`config.mk`:
```
export PLATFORM = sky130hd
export DESIGN_NAME = pipeline_stage_memory_flat
export DESIGN_NICKNAME = d
export VERILOG_FILES = /design/src/rtl/pipeline_stage_memory_pkg.sv /design/src/rtl/pipeline_stage_memory_if.sv /design/src/rtl/pipeline_stage_memory_lane_aligner.sv /design/src/rtl/pipeline_stage_memory.sv /design/src/flat_wrapper.sv
export SDC_FILE = /design/constraint.sdc
export NUM_CORES = 1
export LEC_CHECK = 0
export BUFFER_PORTS_ARGS = -buffer_cell sky130_fd_sc_hd__clkbuf_2
export CAP_MARGIN = 15
export CORE_AREA = 2 2 125 127
export DETAILED_ROUTE_END_ITERATION = 10
export DIE_AREA = 0 0 127 129
export HOLD_SLACK_MARGIN = 0.08
export SLEW_MARGIN = 40
export SYNTH_ARGS = -nofsm -noshare
export SYNTH_HDL_FRONTEND = slang
export SYNTH_HIERARCHICAL = 1
export SYNTH_SLANG_ARGS = --single-unit
```
`constraint.sdc`:
```
create_clock -name clock -period 5.4 [get_ports clock]
set_input_delay 1.08 -clock clock [delete_from_list [all_inputs] [get_ports clock]]
set_output_delay 1.08 -clock clock [all_outputs]
set_load 0.05 [all_outputs]
```
`src/rtl/pipeline_stage_memory_pkg.sv`:
```
// Shared definitions for the memory stage: access sizes, FSM states and the
// execute/memory pipeline result records.
package pipeline_stage_memory_pkg;

    typedef enum logic [1:0] {
        MEM_BYTE = 2'd0,
        MEM_HALF = 2'd1,
        MEM_WORD = 2'd2
    } mem_size_t;

    typedef enum logic {
        MEM_IDLE = 1'b0,
        MEM_WAIT = 1'b1
    } memory_state_t;

    typedef struct packed {
        logic      memRead;
        logic      memWrite;
        mem_size_t memSize;
        logic      memSigned;
        logic      regWriteEnabled;
    } control_signals_t;

    typedef struct packed {
        logic             bubbled;
        logic [31:0]      instruction;
        control_signals_t signals;
        logic [4:0]       regWriteId;
        logic [31:0]      aluResult;
        logic [31:0]      regDataStore;
        logic [31:0]      regDataWrite;
    } pipeline_result_execute_t;

    typedef struct packed {
        logic             bubbled;
        logic [31:0]      instruction;
        control_signals_t signals;
        logic [4:0]       regWriteId;
        logic [31:0]      regDataWrite;
    } pipeline_result_memory_t;

    // Empty slot handed to write-back: bubble flag set, everything else zero.
    function automatic pipeline_result_memory_t bubbleResult();
        pipeline_result_memory_t r;
        r = '0;
        r.bubbled = 1'b1;
        return r;
    endfunction

    // Carry the execute fields that write-back needs straight across.
    function automatic pipeline_result_memory_t passResult(input pipeline_result_execute_t e);
        pipeline_result_memory_t r;
        r.bubbled      = e.bubbled;
        r.instruction  = e.instruction;
        r.signals      = e.signals;
        r.regWriteId   = e.regWriteId;
        r.regDataWrite = e.regDataWrite;
        return r;
    endfunction

endpackage

```
`src/rtl/pipeline_stage_memory_if.sv`:
```
// Data-memory bus: pulse request from the stage, pulse ready from memory.
interface pipeline_stage_memory_if #(
    parameter int DATA_WIDTH = 32,
    parameter int ADDR_WIDTH = 32
);
    logic                  memRequest;
    logic                  memWriteEnable;
    logic [ADDR_WIDTH-1:0] memAddress;
    logic [3:0]            memByteEnable;
    logic [DATA_WIDTH-1:0] memWriteData;
    logic [DATA_WIDTH-1:0] memReadData;
    logic                  memReady;

    modport master (
        output memRequest, memWriteEnable, memAddress, memByteEnable, memWriteData,
        input  memReadData, memReady
    );

    modport slave (
        input  memRequest, memWriteEnable, memAddress, memByteEnable, memWriteData,
        output memReadData, memReady
    );
endinterface

```
`src/rtl/pipeline_stage_memory_lane_aligner.sv`:
```
// Little-endian lane handling: store byte-enable/data replication and
// load extraction with sign or zero extension.
module memory_lane_aligner
    import pipeline_stage_memory_pkg::*;
(
    input  mem_size_t   memSize,
    input  logic        memSigned,
    input  logic [1:0]  byteOffset,
    input  logic [31:0] storeData,
    input  logic [31:0] readData,
    output logic [3:0]  byteEnable,
    output logic [31:0] writeData,
    output logic [31:0] loadData
);
    logic [31:0] shiftedRead;

    assign shiftedRead = readData >> {byteOffset, 3'b000};

    // Select lanes and extension by access size; word accesses pass through.
    always_comb begin
        byteEnable = 4'b1111;
        writeData  = storeData;
        loadData   = readData;
        case (memSize)
            MEM_BYTE: begin
                byteEnable = 4'b0001 << byteOffset;
                writeData  = {4{storeData[7:0]}};
                loadData   = {{24{memSigned & shiftedRead[7]}}, shiftedRead[7:0]};
            end
            MEM_HALF: begin
                byteEnable = 4'b0011 << byteOffset;
                writeData  = {2{storeData[15:0]}};
                loadData   = {{16{memSigned & shiftedRead[15]}}, shiftedRead[15:0]};
            end
            default: ;
        endcase
    end
endmodule

```
`src/rtl/pipeline_stage_memory.sv`:
```
// Memory stage: issues one data-memory access per load/store, stalls the
// front of the pipe until ready, and registers the result for write-back.
//
// state    | meaning
// MEM_IDLE | no access outstanding; memory ops issue their request here
// MEM_WAIT | request issued, stalling until memReady
module pipeline_stage_memory
    import pipeline_stage_memory_pkg::*;
#(
    parameter int DATA_WIDTH = 32,
    parameter int ADDR_WIDTH = 32
) (
    input  logic                     clock,
    input  logic                     reset,
    input  pipeline_result_execute_t pipelineResultExecute,
    output logic                     stallOut,
    output logic                     addressError,
    output pipeline_result_memory_t  pipelineResultMemory,
    pipeline_stage_memory_if.master  memBus
);
    memory_state_t           state;
    memory_state_t           nextState;
    pipeline_result_memory_t nextResult;
    logic                    isMemOp;
    logic                    misaligned;
    logic [DATA_WIDTH-1:0]   loadData;
    logic [31:0]             effAddr;

    assign effAddr = pipelineResultExecute.aluResult;
    assign isMemOp = !pipelineResultExecute.bubbled &&
                     (pipelineResultExecute.signals.memRead || pipelineResultExecute.signals.memWrite);
    assign misaligned =
        ((pipelineResultExecute.signals.memSize == MEM_WORD) && (effAddr[1:0] != 2'b00)) ||
        ((pipelineResultExecute.signals.memSize == MEM_HALF) && effAddr[0]);

    // The input is frozen by the stall during WAIT, so lanes read it directly.
    memory_lane_aligner u_laneAligner (
        .memSize    (pipelineResultExecute.signals.memSize),
        .memSigned  (pipelineResultExecute.signals.memSigned),
        .byteOffset (effAddr[1:0]),
        .storeData  (pipelineResultExecute.regDataStore),
        .readData   (memBus.memReadData),
        .byteEnable (memBus.memByteEnable),
        .writeData  (memBus.memWriteData),
        .loadData   (loadData)
    );

    assign memBus.memAddress     = ADDR_WIDTH'({effAddr[31:2], 2'b00});
    assign memBus.memWriteEnable = pipelineResultExecute.signals.memWrite;

    // Next state, handshake outputs and next result; everything idles in reset.
    always_comb begin
        nextState         = state;
        stallOut          = 1'b0;
        addressError      = 1'b0;
        memBus.memRequest = 1'b0;
        nextResult        = bubbleResult();
        if (!reset) begin
            case (state)
                MEM_IDLE: begin
                    if (isMemOp) begin
                        if (misaligned) begin
                            addressError = 1'b1;
                        end else begin
                            memBus.memRequest = 1'b1;
                            stallOut          = 1'b1;
                            nextState         = MEM_WAIT;
                        end
                    end else begin
                        nextResult = passResult(pipelineResultExecute);
                    end
                end
                MEM_WAIT: begin
                    if (memBus.memReady) begin
                        nextResult = passResult(pipelineResultExecute);
                        if (pipelineResultExecute.signals.memWrite) begin
                            nextResult.signals.regWriteEnabled = 1'b0;
                        end else begin
                            nextResult.regDataWrite = loadData;
                        end
                        nextState = MEM_IDLE;
                    end else begin
                        stallOut = 1'b1;
                    end
                end
                default: nextState = MEM_IDLE;
            endcase
        end
    end

    // State and write-back result registers.
    always_ff @(posedge clock) begin
        if (reset) begin
            state                <= MEM_IDLE;
            pipelineResultMemory <= bubbleResult();
        end else begin
            state                <= nextState;
            pipelineResultMemory <= nextResult;
        end
    end
endmodule

```
`src/flat_wrapper.sv`:
```
// flat-port wrapper written by rule: the top's interface ports become plain ports
module pipeline_stage_memory_flat import pipeline_stage_memory_pkg::*;
#(
    parameter int DATA_WIDTH = 32,
    parameter int ADDR_WIDTH = 32
)
  (clock, reset, pipelineResultExecute, stallOut, addressError, pipelineResultMemory, memBus_memRequest, memBus_memWriteEnable, memBus_memAddress, memBus_memByteEnable, memBus_memWriteData, memBus_memReadData, memBus_memReady);
  pipeline_stage_memory_if #(.DATA_WIDTH(DATA_WIDTH), .ADDR_WIDTH(ADDR_WIDTH)) memBus_i ();
  input  logic clock;
  input  logic reset;
  input  pipeline_result_execute_t pipelineResultExecute;
  output logic stallOut;
  output logic addressError;
  output pipeline_result_memory_t pipelineResultMemory;
  output wire logic [$bits(memBus_i.memRequest)-1:0] memBus_memRequest;
  output wire logic [$bits(memBus_i.memWriteEnable)-1:0] memBus_memWriteEnable;
  output wire logic [$bits(memBus_i.memAddress)-1:0] memBus_memAddress;
  output wire logic [$bits(memBus_i.memByteEnable)-1:0] memBus_memByteEnable;
  output wire logic [$bits(memBus_i.memWriteData)-1:0] memBus_memWriteData;
  input wire logic [$bits(memBus_i.memReadData)-1:0] memBus_memReadData;
  input wire logic [$bits(memBus_i.memReady)-1:0] memBus_memReady;
  assign memBus_memRequest = memBus_i.memRequest;
  assign memBus_memWriteEnable = memBus_i.memWriteEnable;
  assign memBus_memAddress = memBus_i.memAddress;
  assign memBus_memByteEnable = memBus_i.memByteEnable;
  assign memBus_memWriteData = memBus_i.memWriteData;
  assign memBus_i.memReadData = memBus_memReadData;
  assign memBus_i.memReady = memBus_memReady;
  pipeline_stage_memory #(.DATA_WIDTH(DATA_WIDTH), .ADDR_WIDTH(ADDR_WIDTH)) u_core (.clock(clock), .reset(reset), .pipelineResultExecute(pipelineResultExecute), .stallOut(stallOut), .addressError(addressError), .pipelineResultMemory(pipelineResultMemory), .memBus(memBus_i));
endmodule
```
==> impl_results.md, run 1 <==
- Critical Path RT: 4.32 ns
- # DRC: 0
- Leakage: roughly 2.7 nW
- Crit-path max cell delay: slightly below 0.7 ns
- CTS tree: built
- Sequential share of the synthesized area: around 42%
- Min-delay worst type: reg -> reg
- Count of final hold-check violations: 0
- Share of the synthesized area in the top cell type: 41.5%
- Initial drt markers: 153
- Hold path start: u_core/state
- Global-route wire length before repair: 19600 um
- Worst-margin pin slew: a little over 0.7 ns
- Kind of critical path: in -> out
- Setup Total Neg Slack: 0 ns
- Startpoint class of the critical path: input pin
- Post-DP HPWL: 11600 um
- Die height: 129 um
- Routed vias/inst: 4.48
- Initial DRT Pass Iterations: 4
- Layout cells sized above 1: 51.2%
- Tcrit/Tclk final: a little under three quarters
- Fin. max-slew vios: 0
- Nets: 781
- Largest net degree at the start of global routing: 44
- I/O Buffers: 260
- Final std cells w/o fill: 799
- Syn Std Cell Area: 3710 um^2
- # resized after CTS: 0
- Starting density of the core: 24.8%
- Hold slack: around 0.68 ns
- FP Rows: 45
- Avg Inst Size Synth: slightly above 9 um^2
- Via count: between 3000 and 4000
- Total global-route track usage: between 10% and 20%
- Gr ovfl total: 0
- Worst R2R Setup Slack: around 3.9 ns
- Critical R2R Capture: u_core/pipelineResultMemory[22]
- Later-pin clock latency in the skew report: 0.34 ns
- Die ar.: 16400 um^2
- Synth area leaders: dfxtp_1 (42%), buf_4 (8.3%), mux2_2 (7.6%)
- # diodes: 0
- Cell taking the most area after synthesis: dfxtp_1
- Core ar.: roughly 15000 um^2
- Slowest library cell on the worst path: nor2_1
- Max IR drop VDD: 0.139 mV
- Worst r2r src: u_core/state
- WHS Path Cells: 2
- # fillers: about 1600
- GPL Wtd Cong: 0.838
- Clock Tree Buf Depth: 2
- Routed Wire Length: about 14000 um
- Max Clock Skew: 0.00628 ns
- Total CTS buffers: 9
- Yosys reg bits: 77
- Hold Path Sink: u_core/pipelineResultMemory[37]
- Yosys cell types: 40
- CP delay by family, top: simple AND/OR/NAND/NOR gates
- Vias in the first global route: 3260
- Cell repeated most along the worst path: clkbuf_2
- Cells along the critical path: clkbuf_2, nor2_1, mux2_2, clkbuf_2
- Clock root buffer: clkbuf_16
- Post-CTS Setup Repair Bufs: 0
- Die X-Extent: 127 um
- Clock sink count: 77
- FMAX: 258 MHz
- Unrepaired setup endpoints after global routing: false
- Hold_buf cts: 0
- Multi-input logic area: 1710 um^2
- Worst EP arrival: 2.80 ns
- Top-Level Pins: roughly 320
- Post-Place Cells: 783
- Antenna Nets Post-Route: 0
- Seq. cell area: 1540 um^2
- Worst Reg-to-Reg Cells: 4
- Final setup violating endpoints: 0
- Slew margin rel.: between 50 and 60%
- Post-Syn Instances: roughly 400
- CP bufs+invs: 2
- Synth warnings: 6
- Util after Layout: around a third
- Outcome: completed
- Clk slew on worst S/H paths: 0.06 ns
- Crit-path max FO: 34
- Area Growth Syn to Fin: 39.0%
- H-tree Lvls: 3
- Drt wl/cell: 17.6 um
- Pwr Density: 333 nW/um^2
- Power consumption: 1.72 mW
- Final min period: between 3 and 4 ns
- Max cap viols: 0
- Initial antenna violation count: 0
- Crit path capture type: output port
sequential cells by signal, summed over array words and instances, names as in the netlist:
name,count
u_core/pipelineResultMemory,76
u_core/state,1
per-stage QoR:
stage               setup slack [ns]  area (um^2)
global placement                1.54         4840
detailed placement              1.52         4840
global route                    1.43         5160
floorplan                       1.54         3710
CTS                             1.53         5160
finish                          1.52         5160
cell usage after synthesis:
library cell and n:
a211o_1 1, a211oi_4 1, a21oi_1 4, a221o_1 1
a221oi_1 6, a22o_1 32, a22oi_1 3, a31oi_1 1
and2_1 43, and3_1 1, buf_1 1, buf_2 11
buf_4 41, buf_6 2, clkbuf_1 8, clkbuf_2 5
conb_1 1, dfxtp_1 77, inv_1 5, mux2_2 25
mux2_4 1, mux2i_1 14, mux4_2 1, nand2_1 62
nand2b_1 1, nand3b_1 1, nor2_1 10, nor2_2 1
nor2b_1 4, nor3_1 1, o2111ai_2 1, o21ai_0 19
o21ai_1 1, o21ba_2 1, o22ai_1 1, o2bb2ai_1 1
o31ai_1 6, o32ai_1 1, o32ai_4 1, or3_1 1
routing by layer:
metal	routed length, um	vias to the layer above	part of all wire (%)	track usage, %
li1	-	1742	-	-
met1	5020	1633	36	16.9
met2	7550	186	54	30.4
met3	1100	22	7.8	4.74
met4	407	0	2.9	7.24
met5	0	-	0	0
cell type report:
class | count | area share, %
Clock inverter | 7 | 1.80
Inverter | 5 | 0.364
Timing Repair Buffer | 264 | 25.8
Clock buffer | 9 | 4.37
Multi-Input combinational cell | 249 | 33.2
Tap cell | 188 | 4.56
Sequential cell | 77 | 29.9
cells in the final DEF, fill, tap and decap left out, types with 6 or more instances in the layout:
cell and instances:
clkbuf_2 260, dfxtp_1 77, nand2_1 62, and2_1 43, a22o_1 32, mux2_2 25, o21ai_0 19, mux2i_1 14
clkbuf_16 9, nor2_1 9, a221oi_1 6, o31ai_1 6
worst min-delay path: stages (launching register included):
cell	delay (ns)
dfxtp_1	0.39
nand2_1	0.10
and3_1	0.15
worst max path at each step:
stage                          startpoint                       to  cells after the start
6_report       pipelineResultExecute[104]   memBus_memWriteData[9]                      4
5_1_grt        pipelineResultExecute[104]   memBus_memWriteData[9]                      4
4_1_cts        pipelineResultExecute[104]   memBus_memWriteData[9]                      4
3_5_place_dp   pipelineResultExecute[104]   memBus_memWriteData[9]                      4
3_3_place_gp   pipelineResultExecute[104]   memBus_memWriteData[9]                      4
2_1_floorplan  pipelineResultExecute[103]  memBus_memWriteData[24]                      4
logic make-up after synthesis:
logic type | synth area share [%]
simple gates | 16.2
compound gates | 17.3
flops | 41.5
buf+inv | 12.5
mux | 12.4
other cells | 0.101
power by group:
part           leakage (nW)  switching (mW)  internal, mW
clock network         0.156           0.263         0.371
logic                  1.91           0.333         0.136
registers             0.635         0.00979         0.604
No activity file was read; power rests on OpenSTA's default activity.
==> run 2, diff against run 1 <==
==> constraint.sdc (replaced) <==
create_clock -name clock -period 3.2 [get_ports clock]
set_input_delay 0.64 -clock clock [delete_from_list [all_inputs] [get_ports clock]]
set_output_delay 0.64 -clock clock [all_outputs]
set_load 0.05 [all_outputs]
==> run 2 against run 1 <==
Effect of this change:
- clock skew is 0.0052 ns higher
- final area is 0.46% higher
- critical endpoint is now addressError
- critical path type unchanged
- core utilization is 0.16 points higher
- largest cell class unchanged
==> impl_results.md, run 2 (synthesis results as in run 1) <==
- Die height: 129 um (unchanged)
- Most flops, register: u_core/pipelineResultMemory
- Vias in the first global route: 3284 (+0.74%)
- Unrepaired setup endpoints after global routing: false
- Cell repeated most along the worst path: clkbuf_2
- CTS tree: built
- Core ar.: 15000 um^2 (unchanged)
- Fin. max-slew vios: 0 (unchanged)
- Slew margin rel.: 49.6% (-3.2 points)
- Setup Total Neg Slack: 0 ns (unchanged)
- Most frequent cells in the layout: clkbuf_2 (260), dfxtp_1 (77), nand2_1 (62)
- Slowest library cell on the worst path: clkbuf_2
- Max FFs per register: 76 (unchanged)
- Initial drt markers: 190 (+24%)
- Cells along the critical path: clkbuf_2, nand2b_1, o22ai_1, nor2b_1, clkbuf_2
- Regs by FF count: u_core/pipelineResultMemory: 76 flops, u_core/state: 1 flops
- Worst EP arrival: 1.92 ns (-0.88 ns)
- GPL Wtd Cong: 0.853 (+1.8%)
- Routed vias/inst: 4.42 (-1.5%)
- Post-DP HPWL: 11900 um (+2.7%)
- Clock root buffer: clkbuf_16
- Top-Level Pins: 323 (unchanged)
- Hold_buf cts: 0 (unchanged)
- CP delay by family, top: buffers and inverters
- Largest net degree at the start of global routing: 33 (-25%)
- Die ar.: 16400 um^2 (unchanged)
- Outcome: completed
- Commonest non-fill, non-tap cell in the layout: clkbuf_2
- Max Clock Skew: 0.0115 ns (+0.00520 ns)
- Post-CTS Setup Repair Bufs: 0 (unchanged)
- Worst-margin pin slew: 0.757 ns (+0.0479 ns)
- Initial antenna violation count: 1 (+1)
- I/O Buffers: 260 (unchanged)
- Leakage: 2.71 nW (+0.35%)
- Global-route wire length before repair: 20000 um (+1.9%)
- # resized after CTS: 0 (unchanged)
- Crit-path max FO: 15 (-56%)
- Total CTS buffers: 9 (unchanged)
- Critical Path RT: 2.56 ns (-1.76 ns)
- Total global-route track usage: 16.6% (+0.37 points)
- Max IR drop VDD: 0.231 mV (+66%)
- H-tree Lvls: 3 (unchanged)
- Antenna Nets Post-Route: 0 (unchanged)
- Gr ovfl total: 0 (unchanged)
- Startpoint class of the critical path: input pin
- Clock sink count: 77 (unchanged)
- Via count: 3560 (-0.64%)
- Clk slew on worst S/H paths: 0.07 ns (about the same)
- Routed Wire Length: 14400 um (+2.2%)
- # diodes: 0 (unchanged)
- Drt wl/cell: 17.8 um (+1.3%)
- Clock Tree Buf Depth: 2 (unchanged)
- Final setup violating endpoints: 0 (unchanged)
- FMAX: 390 MHz
- Starting density of the core: 24.8% (unchanged)
- Count of final hold-check violations: 0 (unchanged)
- Tcrit/Tclk final: around four fifths
- CP bufs+invs: 2 (unchanged)
- Crit path capture type: output port
- Nets: 788 (+0.90%)
- # DRC: 0 (unchanged)
- Final min period: 2.56 ns
- Crit-path max cell delay: 0.29 ns (-0.39 ns)
- Pwr Density: 539 nW/um^2 (+62%)
- Die X-Extent: 127 um (unchanged)
- Min-delay worst type: in -> reg
- Layout cells sized above 1: 51.6% (+0.39 points)
- FP Rows: 45 (unchanged)
- Max cap viols: 0 (unchanged)
- Later-pin clock latency in the skew report: 0.34 ns (about the same)
- Util after Layout: 34.6% (+0.16 points)
- Initial DRT Pass Iterations: 5 (+1)
- Area Growth Syn to Fin: 39.6%
- Kind of critical path: in -> out
[run 2: final timing paths]
path	start	endpoint	slack (ns)	cells past startpoint
max reg2reg	u_core/state	u_core/pipelineResultMemory[37]	1.47	4
min reg2reg	u_core/state	u_core/pipelineResultMemory[75]	0.70	2
min	pipelineResultExecute[98]	u_core/pipelineResultMemory[34]	0.49	2
max	pipelineResultExecute[103]	addressError	0.64	5
[run 2: final cells by class]
type                            instances  area [um^2]
Fill cell                            1611         9800
Clock inverter                          6         47.5
Sequential cell                        77         1540
Tap cell                              188          235
Clock buffer                           10          229
Timing Repair Buffer                  271         1400
Inverter                                5         18.8
Multi-Input combinational cell        249         1710
[run 2: routing by layer]
| metal | part of all wire [%] | GRT usage (%) | vias to the layer above |
|---|---|---|---|
| li1 | - | - | 1752 |
| met1 | 34 | 16.7 | 1573 |
| met2 | 52 | 30.6 | 210 |
| met3 | 10 | 6.07 | 23 |
| met4 | 3.7 | 8.08 | 2 |
| met5 | 0.090 | 0 | - |
[run 2: power by group]
| group | internal [mW] | switching [mW] | total, mW |
|---|---|---|---|
| clock | 0.532 | 0.422 | 0.954 |
| combinational | 0.238 | 0.563 | 0.801 |
| sequential | 1.02 | 0.0175 | 1.04 |
[run 2: through the flow]
stage	hold WS, ns	setup WS, ns	total power [mW]	instances	area [um^2]
after floorplan	0.661	0.220	1.72	399	3710
after global placement	0.662	0.570	1.86	790	4900
after detailed placement	0.682	0.572	1.87	790	4900
after CTS	0.475	0.576	2.83	806	5180
after global routing	0.483	0.521	2.91	806	5180
final	0.489	0.636	2.79	806	5180
==> run 3, diff against run 2 <==
==> constraint.sdc (replaced) <==
create_clock -name clock -period 2.4 [get_ports clock]
set_input_delay 0.48 -clock clock [delete_from_list [all_inputs] [get_ports clock]]
set_output_delay 0.48 -clock clock [all_outputs]
set_load 0.05 [all_outputs]
==> run 3 against run 2 <==
Effect of this change:
- first-iteration DRC count is 1.6% lower
- hold slack worse by 0.15 ns
- combinational power is 37% higher
- final cell count is 0.50% higher
- count of clock-buffer cells in the layout is 1 lower
- die area stayed put
- sequential power is 33% higher
- critical path type unchanged
- largest power group unchanged
==> impl_results.md, run 3 (synthesis results as in run 1) <==
- Via count: 3583 (+0.65%)
- Top Layer Used: met5
- Worst-margin pin slew: 0.667 ns (-0.0898 ns)
- Power consumption: 3.85 mW (+38%)
- Unrepaired setup endpoints after global routing: false
- Clock root buffer: clkbuf_16
- Max Clock Skew: 0.00678 ns (-0.00470 ns)
- DR WL met3: 1200 um (-16%)
- Clk slew on worst S/H paths: 0.06 ns (about the same)
- Worst r2r src: u_core/state
- Min-delay worst type: in -> reg
- Total global-route track usage: 16.6% (-0.063 points)
- Die ar.: 16400 um^2 (unchanged)
- Global-route wire length before repair: 20000 um (+0.17%)
- Initial drt markers: 187 (-1.6%)
- Hold slack: 0.337 ns (-0.152 ns)
- Gr ovfl total: 0 (unchanged)
- Max cap viols: 0 (unchanged)
- Kind of critical path: in -> out
- CP Launch Point: pipelineResultExecute[65]
- Count of final hold-check violations: 0 (unchanged)
- GPL Wtd Cong: 0.865 (+1.4%)
- FP Rows: 45 (unchanged)
- Later-pin clock latency in the skew report: 0.33 ns (about the same)
- Crit path capture type: output port
- Fin. max-slew vios: 0 (unchanged)
- # DRC: 0 (unchanged)
- Max IR drop VDD: 0.318 mV (+38%)
- Tcrit/Tclk final: 93.3%
- Metal2 WL: 7940 um (+5.5%)
- Crit-path max FO: 11 (-4)
- I/O Buffers: 260 (unchanged)
- Post-CTS Setup Repair Bufs: 0 (unchanged)
- Critical Path RT: 1.92 ns (-0.64 ns)
- Most frequent cells in the layout: clkbuf_2 (254), dfxtp_1 (77), nand2_1 (62)
- Routed vias/inst: 4.42 (+0.15%)
- Leakage: 2.77 nW (+2.2%)
- Max FFs per register: 76 (unchanged)
- # fillers: 1612 (+0.062%)
- Starting density of the core: 24.8% (unchanged)
- Worst EP arrival: 1.76 ns (-0.16 ns)
- Most flops, register: u_core/pipelineResultMemory
- Post-DP HPWL: 12000 um (+0.64%)
- Crit-path max cell delay: 0.59 ns (+0.30 ns)
- Pwr Density: 725 nW/um^2 (+35%)
- Cell repeated most along the worst path: clkbuf_2
- Slowest library cell on the worst path: nor2b_1
- Clock sink count: 77 (unchanged)
- Layout cells sized above 1: 52.0% (+0.39 points)
- Regs by FF count: u_core/pipelineResultMemory: 76 flops, u_core/state: 1 flops
- Hold_buf cts: 0 (unchanged)
- Top-Level Pins: 323 (unchanged)
- Commonest non-fill, non-tap cell in the layout: clkbuf_2
- Vias in the first global route: 3272 (-0.37%)
- Clock Tree Buf Depth: 2 (unchanged)
- Startpoint class of the critical path: input pin
- FMAX: 447 MHz
- Core ar.: 15000 um^2 (unchanged)
- Nets: 792 (+0.51%)
- Initial antenna violation count: 1 (unchanged)
- Drt wl/cell: 17.9 um (+0.16%)
- Outcome: completed
- Final setup violating endpoints: 0 (unchanged)
- Area Growth Syn to Fin: 43.1%
- Total CTS buffers: 9 (unchanged)
- Largest net degree at the start of global routing: 41 (+24%)
- Final min period: ~2.2 ns
- # resized after CTS: 0 (unchanged)
- DRT met1 WL: 5040 um (+3.4%)
- Cells along the critical path: clkbuf_2, nor2b_1, a211o_1, clkbuf_2
- Antenna Nets Post-Route: 0 (unchanged)
- Slew margin rel.: 55.5% (+5.9 points)
- H-tree Lvls: 3 (unchanged)
- Hold path start: pipelineResultExecute[127]
- Routed Wire Length: 14500 um (+0.65%)
- Die height: 129 um (unchanged)
- Die X-Extent: 127 um (unchanged)
- Initial DRT Pass Iterations: 4 (-1)
- CTS tree: built
[run 3: power by group]
group | switching (mW) | internal [mW] | total [mW] | leakage (nW)
combinational | 0.755 | 0.343 | 1.10 | 1.99
sequential | 0.0230 | 1.36 | 1.38 | 0.635
clock | 0.562 | 0.809 | 1.37 | 0.139
total | 1.34 | 2.51 | 3.85 | 2.77
[run 3: worst paths after layout]
kind	end	cells past startpoint	slack [ns]
setup / recovery	memBus_memByteEnable[2]	4	0.16
hold / removal	u_core/pipelineResultMemory[63]	2	0.34
setup reg to reg	u_core/pipelineResultMemory[10]	4	0.87
hold reg to reg	u_core/pipelineResultMemory[37]	2	0.66
[run 3: cell type report]
cell class | instances | area, um^2 | area share (%)
Timing Repair Buffer | 275 | 1500 | 28.3
Sequential cell | 77 | 1540 | 29.0
Tap cell | 188 | 235 | 4.43
Inverter | 5 | 18.8 | 0.353
Antenna cell | 1 | 2.50 | 0.0471
Multi-Input combinational cell | 249 | 1710 | 32.2
Clock inverter | 6 | 71.3 | 1.34
Clock buffer | 9 | 225 | 4.24
[run 3: stage by stage]
stage / setup TNS [ns] / instance area (um^2) / setup WS (ns) / cells / util, %
2_1_floorplan: -0.492 / 3710 / -0.246 / 399 / -
3_3_place_gp: 0 / 5010 / 0.162 / 794 / 33.5
3_5_place_dp: 0 / 5010 / 0.132 / 794 / 33.5
4_1_cts: 0 / 5310 / 0.150 / 809 / 35.4
5_1_grt: 0 / 5310 / 0.0527 / 809 / 35.4
6_report: 0 / 5310 / 0.162 / 810 / 35.5
[run 3: worst max-delay path, delay by kind of cell]
kind / cells / cell delay (ns)
and+or+nand+nor: 1 / 0.59
buffers and inverters: 2 / 0.50
AOI/OAI and AO/OA: 1 / 0.18
[run 3: per-layer routing]
layer | vias up | track usage [%]
met5 | - | 0
met4 | 2 | 5.75
met3 | 15 | 5.16
met2 | 195 | 32.0
met1 | 1601 | 16.8
li1 | 1770 | -
